### src/rtl/inst_fetch_queue_if.sv
`default_nettype none
// ============================================================================
//  Module   : inst_fetch_queue_if
//  Brief    : Fetch-to-decode handshake bundle for the instruction fetch queue.
//  Revision : 1.0  initial release
// ============================================================================
interface inst_fetch_queue_if #(
    parameter int AW = 2
);
    logic          i_IFQ_valid;
    logic [31:0]   i_IFQ_inst;
    logic [31:0]   i_IFQ_PC;
    logic          i_IFQ_flush;
    logic          i_IFQ_ready;
    logic          o_IFQ_pause;
    logic          o_IFQ_valid;
    logic [31:0]   o_IFQ_inst;
    logic [31:0]   o_IFQ_PC;
    logic [AW:0]   o_IFQ_count;

    modport slave (
        input  i_IFQ_valid, i_IFQ_inst, i_IFQ_PC, i_IFQ_flush, i_IFQ_ready,
        output o_IFQ_pause, o_IFQ_valid, o_IFQ_inst, o_IFQ_PC, o_IFQ_count
    );

    modport master (
        output i_IFQ_valid, i_IFQ_inst, i_IFQ_PC, i_IFQ_flush, i_IFQ_ready,
        input  o_IFQ_pause, o_IFQ_valid, o_IFQ_inst, o_IFQ_PC, o_IFQ_count
    );
endinterface
`default_nettype wire

### src/rtl/inst_fetch_queue.sv
`default_nettype none
// ============================================================================
//  Module   : inst_fetch_queue
//  Brief    : Small FIFO between fetch and decode with back-pressure and
//             redirect flush. Optional same-cycle bypass: IFQ_BYPASS_EN.
//  Revision : 1.0  initial release
// ============================================================================
module inst_fetch_queue #(
    parameter int          DEPTH    = 4,
    parameter int          AW       = 2,
    parameter logic [31:0] NOP_INST = 32'h0000_0000
) (
    input  wire               clk,
    input  wire               rst,
    inst_fetch_queue_if.slave ifq
);
    localparam logic [AW:0] c_DEPTH = (AW+1)'(DEPTH);

    generate
        if ((DEPTH < 2) || (DEPTH != (1 << AW))) begin : g_param_check
            $error("inst_fetch_queue: DEPTH must be a power of 2 >= 2 and equal 2**AW");
        end
    endgenerate

    logic [63:0]   r_mem [DEPTH];
    logic [AW-1:0] r_rp;
    logic [AW-1:0] r_wp;
    logic [AW:0]   r_count;

    logic w_full;
    logic w_empty;
    logic w_bypass;
    logic w_bypass_take;
    logic w_enq;
    logic w_deq;

    // Status comes only from the registered count, so pause has no input path.
    assign w_full  = (r_count == c_DEPTH);
    assign w_empty = (r_count == '0);

`ifdef IFQ_BYPASS_EN
    assign w_bypass = w_empty & ifq.i_IFQ_valid & ~ifq.i_IFQ_flush;
`else
    assign w_bypass = 1'b0;
`endif

    // A bypassed pair that decode takes immediately is never written.
    assign w_bypass_take = w_bypass & ifq.i_IFQ_ready;
    assign w_enq = ifq.i_IFQ_valid & ~w_full & ~ifq.i_IFQ_flush & ~w_bypass_take;
    assign w_deq = ~w_empty & ifq.i_IFQ_ready & ~ifq.i_IFQ_flush;

    always_ff @(posedge clk) begin
        if (rst || ifq.i_IFQ_flush) begin
            r_rp    <= '0;
            r_wp    <= '0;
            r_count <= '0;
        end else begin
            if (w_enq) begin
                r_wp <= r_wp + 1'b1;
            end
            if (w_deq) begin
                r_rp <= r_rp + 1'b1;
            end
            case ({w_enq, w_deq})
                2'b10:   r_count <= r_count + 1'b1;
                2'b01:   r_count <= r_count - 1'b1;
                default: r_count <= r_count;
            endcase
        end
    end

    always_ff @(posedge clk) begin
        if (w_enq) begin
            r_mem[r_wp] <= {ifq.i_IFQ_inst, ifq.i_IFQ_PC};
        end
    end

    always_comb begin
        ifq.o_IFQ_valid = 1'b0;
        ifq.o_IFQ_inst  = NOP_INST;
        ifq.o_IFQ_PC    = '0;
        if (!w_empty) begin
            ifq.o_IFQ_valid = 1'b1;
            ifq.o_IFQ_inst  = r_mem[r_rp][63:32];
            ifq.o_IFQ_PC    = r_mem[r_rp][31:0];
        end else if (w_bypass) begin
            ifq.o_IFQ_valid = 1'b1;
            ifq.o_IFQ_inst  = ifq.i_IFQ_inst;
            ifq.o_IFQ_PC    = ifq.i_IFQ_PC;
        end
    end

    assign ifq.o_IFQ_pause = w_full;
    assign ifq.o_IFQ_count = r_count;

endmodule
`default_nettype wire

### src/flat_wrapper.sv
// flat-port wrapper written by rule: the top's interface ports become plain ports
module inst_fetch_queue_flat 
#(
    parameter int          DEPTH    = 4,
    parameter int          AW       = 2,
    parameter logic [31:0] NOP_INST = 32'h0000_0000
)
  (clk, rst, ifq_i_IFQ_valid, ifq_i_IFQ_inst, ifq_i_IFQ_PC, ifq_i_IFQ_flush, ifq_i_IFQ_ready, ifq_o_IFQ_pause, ifq_o_IFQ_valid, ifq_o_IFQ_inst, ifq_o_IFQ_PC, ifq_o_IFQ_count);
  inst_fetch_queue_if #(.AW(AW)) ifq_i ();
  input  wire clk;
  input  wire rst;
  input wire logic [$bits(ifq_i.i_IFQ_valid)-1:0] ifq_i_IFQ_valid;
  input wire logic [$bits(ifq_i.i_IFQ_inst)-1:0] ifq_i_IFQ_inst;
  input wire logic [$bits(ifq_i.i_IFQ_PC)-1:0] ifq_i_IFQ_PC;
  input wire logic [$bits(ifq_i.i_IFQ_flush)-1:0] ifq_i_IFQ_flush;
  input wire logic [$bits(ifq_i.i_IFQ_ready)-1:0] ifq_i_IFQ_ready;
  output wire logic [$bits(ifq_i.o_IFQ_pause)-1:0] ifq_o_IFQ_pause;
  output wire logic [$bits(ifq_i.o_IFQ_valid)-1:0] ifq_o_IFQ_valid;
  output wire logic [$bits(ifq_i.o_IFQ_inst)-1:0] ifq_o_IFQ_inst;
  output wire logic [$bits(ifq_i.o_IFQ_PC)-1:0] ifq_o_IFQ_PC;
  output wire logic [$bits(ifq_i.o_IFQ_count)-1:0] ifq_o_IFQ_count;
  assign ifq_i.i_IFQ_valid = ifq_i_IFQ_valid;
  assign ifq_i.i_IFQ_inst = ifq_i_IFQ_inst;
  assign ifq_i.i_IFQ_PC = ifq_i_IFQ_PC;
  assign ifq_i.i_IFQ_flush = ifq_i_IFQ_flush;
  assign ifq_i.i_IFQ_ready = ifq_i_IFQ_ready;
  assign ifq_o_IFQ_pause = ifq_i.o_IFQ_pause;
  assign ifq_o_IFQ_valid = ifq_i.o_IFQ_valid;
  assign ifq_o_IFQ_inst = ifq_i.o_IFQ_inst;
  assign ifq_o_IFQ_PC = ifq_i.o_IFQ_PC;
  assign ifq_o_IFQ_count = ifq_i.o_IFQ_count;
  inst_fetch_queue #(.DEPTH(DEPTH), .AW(AW), .NOP_INST(NOP_INST)) u_core (.clk(clk), .rst(rst), .ifq(ifq_i));
endmodule
### config.mk
export PLATFORM = sky130hd
export DESIGN_NAME = inst_fetch_queue_flat
export DESIGN_NICKNAME = d
export VERILOG_FILES = /design/src/rtl/inst_fetch_queue_if.sv /design/src/rtl/inst_fetch_queue.sv /design/src/flat_wrapper.sv
export SDC_FILE = /design/constraint.sdc
export NUM_CORES = 1
export LEC_CHECK = 0
export ABC_AREA = 0
export BUFFER_PORTS_ARGS = -buffer_cell sky130_fd_sc_hd__buf_2
export CAP_MARGIN = 20
export CORE_AREA = 2 2 174 176
export DETAILED_ROUTE_END_ITERATION = 10
export DIE_AREA = 0 0 176 178
export PLACE_DENSITY = 0.63
export SLEW_MARGIN = 5
export SYNTH_ARGS = -nofsm -noshare
export SYNTH_HDL_FRONTEND = slang
export SYNTH_SLANG_ARGS = --single-unit
export TNS_END_PERCENT = 100
### constraint.sdc
create_clock -name clk -period 6.1 [get_ports clk]
set_input_delay 1.22 -clock clk [delete_from_list [all_inputs] [get_ports clk]]
set_output_delay 1.22 -clock clk [all_outputs]
set_load 0.02 [all_outputs]
==> metrics.md <==
| Metric | Value |
|---|---|
| Htree depth | 1 |
| GR Overflow Total | 0 |
| Site Rows | 63 |
| Peak supply drop | 0.000157 V |
| Pwr Density | 311 mW/mm^2 |
| Fin crit share | 0.685 |
| Family with the most delay on the worst path | flip-flops |
| Fmax | 239 MHz |
| CTS buffer count | 29 |
| Crit start category | register |
| Rel. slew slack | 0.310 |
| Mapped Nets | 535 |
| Number of diodes | 0 |
| Max-cap violations | 0 |
| Worst-Skew Late Latency | 0.53 ns |
| Inst Count DP | 967 |
| Critical path buffers and inverters | 2 |
| Setup TNS | 0 ns |
| Clock Tree Root | clkbuf_16 |
| Buffers on Ports | 137 |
| Leakage power | 4.14 nW |
| CP Cell Sequence | buf_4 > mux4_2 > and2_1 > buf_2 |
| Core area | 0.0294 mm^2 |
| Final std cells w/o fill | slightly above 1,000 |
| Share of cells above drive strength 1 | 0.397 |
| RSZ-0062 raised after global routing | no |
| Die Span X | roughly 180 um |
| Clk_skew | ~0.014 ns |
| Nets | between 600 and 700 |
| Cts-stage hold buffer count | 0 |
| Largest net degree at the start of global routing | 65 |
| Setup violations, final | 0 |
| WP data arrival | 2.96 ns |
| Syn Inst Count | 460 |
| Area occupied by multi-input gates | about 0.0021 mm^2 |
| Critical path class | reg2out |
| Register area | 0.00788 mm^2 |
| Initial antenna violation count | 2 |
| First-pass GRT wire length | between 30,000 and 40,000 um |
| Vias in the first global route | around 5,500 |
| Max clock buf depth | 3 |
| Clock sinks | 265 |
| WP data required | a little under 5 ns |
| Total number of vias | 4,852 |
| Post-synthesis cell type count | 24 |
| Worst Max-Slew Pin Slew | roughly 1.0 ns |
| # Post-CTS Setup Buffers | 0 |
| Drt wl/cell | 19.0 um |
| Total Routing Usage GR | 0.124 |
| Yosys warns | 0 |
| Syn_area_per_cell | 22.2 um^2 |
| Status | finished, final reports clean |
| Starting Density | 0.347 |
| DR vias/cell | between 4 and 5 |
| Final worst path period need | 4.18 ns |
| Post-CTS resize count | 0 |
| Slew Viols, Final | 0 |
| RD Place Congestion | roughly 0.71 |
| CTS clk-pin slew, worst paths | 0.06 ns |
| Hold/Removal Path Class | reg2reg |
| Post-Syn Area | around 0.01 mm^2 |
| Max incr delay on CP | roughly 0.9 ns |
| Seq cells post-synth | 265 |
| P&R area growth vs syn | 18.7% |
| Die area | 0.0313 mm^2 |
| HPWL after DPL | around 11,000 um |
| CTS tree | done |
| DR iter-0 viols | 295 |
| CP max-delay cell | dfxtp_4 |
| Routed WL | between 15,000 and 20,000 um |
| # DRC | 0 |
| Drt pass-1 iters | 5 |
| Layout fillers | 2,604 |
| CP Max Fanout | 39 |
| Hold Fails Final Rpt | 0 |
| Final ANT Viol Nets | 0 |
| Ports | 138 |
| Register area share after synthesis | 0.770 |
| Die H | roughly 180 um |
| Worst setup EP type | output pin |
cell usage in the layout, fill, tap and decap left out, types with 2 or more instances in the layout:
master / count
edfxtp_1: 256
buf_2: 137
and2_1: 64
mux4_2: 60
clkbuf_16: 29
inv_1: 8
nor2_1: 7
dfxtp_1: 7
clkbuf_1: 6
ha_1: 5
clkinv_2: 5
clkbuf_8: 5
mux4_1: 4
and2_4: 4
xor2_1: 4
a21oi_1: 4
o21ai_0: 3
clkinv_1: 3
nand3_1: 2
dfxtp_4: 2
inv_6: 2
layer usage:
metal  GRT usage  wire length [um]  vias up  part of all wire
met5           0                13        -           0.00067
met4      0.0303               323        2             0.017
li1            -                 -     2151                 -
met1       0.165              8350     2542              0.43
met3      0.0301              1100       38             0.057
met2       0.207              9600      119              0.50
worst min-delay path: stages (launching register included):
cell,delay (ns)
dfxtp_1,0.34
o21ai_0,0.08
a21oi_1,0.06
logic make-up after synthesis:
| family | after synthesis | synth area share |
|---|---|---|
| buf+inv | 30 | 0.0222 |
| mux | 64 | 0.143 |
| compound gates | 9 | 0.00502 |
| flops | 265 | 0.770 |
| xor+xnor | 4 | 0.00343 |
| simple gates | 82 | 0.0484 |
| fa+ha+maj | 6 | 0.00809 |
final timing paths:
check,start,to,slack [ns],depth (start not counted)
hold reg to reg,u_core.r_wp[0],u_core.r_wp[0],0.53,2
setup reg to reg,u_core.ifq.o_IFQ_count[0],u_core.r_mem[3][59],3.60,4
setup / recovery,register,ifq_o_IFQ_PC[29],1.92,4
hold / removal,u_core.r_wp[0],u_core.r_wp[0],0.53,2
through the flow:
stage / hold slack (ns) / area, um^2 / total power, W / setup slack [ns] / util
after floorplan: 0.484 / 10200 / 0.00215 / 2.56 / -
final: 0.526 / 12100 / 0.00378 / 1.92 / 0.412
after global placement: 0.495 / 11200 / 0.00221 / 2.37 / 0.382
after global routing: 0.568 / 12100 / 0.00391 / 1.65 / 0.412
after detailed placement: 0.515 / 11200 / 0.00222 / 2.34 / 0.382
after CTS: 0.529 / 12100 / 0.00383 / 1.76 / 0.412
flip-flops by register name, indices dropped and copies added (netlist names), named ones only:
signal / cells
u_core.r_mem: 256
u_core.r_rp: 2
u_core.ifq.o_IFQ_count: 3
u_core.r_wp: 2
cells in the mapped netlist:
library cell | count | area, um^2
ha_1 | 5 | 62.6
dfxtp_1 | 9 | 180
mux4_2 | 60 | 1350
edfxtp_1 | 256 | 7690
inv_1 | 8 | 30.0
buf_6 | 1 | 11.3
buf_2 | 6 | 30.0
or2_2 | 1 | 6.26
o31ai_1 | 1 | 7.51
nor2_1 | 7 | 26.3
fa_1 | 1 | 20.0
and2_1 | 68 | 425
or3_1 | 2 | 12.5
a21oi_1 | 4 | 20.0
nor3_1 | 1 | 5.00
buf_12 | 6 | 120
or3b_1 | 1 | 8.76
mux4_1 | 4 | 105
clkbuf_1 | 8 | 30.0
o311ai_0 | 1 | 8.76
o21ai_0 | 3 | 15.0
nand3_1 | 2 | 10.0
clkbuf_2 | 1 | 5.00
xor2_1 | 4 | 35.0
area by class of cell:
type | instances | share of cell area
flip-flops and latches | 265 | 0.650
clock buffers | 40 | 0.0674
inverters | 8 | 0.00248
repair buffers | 139 | 0.0588
multi-input cells | 165 | 0.176
well taps | 390 | 0.0402
clock inverters | 12 | 0.00578
report_power, final:
part / switching (W) / internal [W] / leakage [nW]
Sequential: 0.00000902 / 0.00203 / 2.40
Clock: 0.000664 / 0.000933 / 0.438
Combinational: 0.0000843 / 0.0000590 / 1.31
Power figures use the tool's default switching activity.
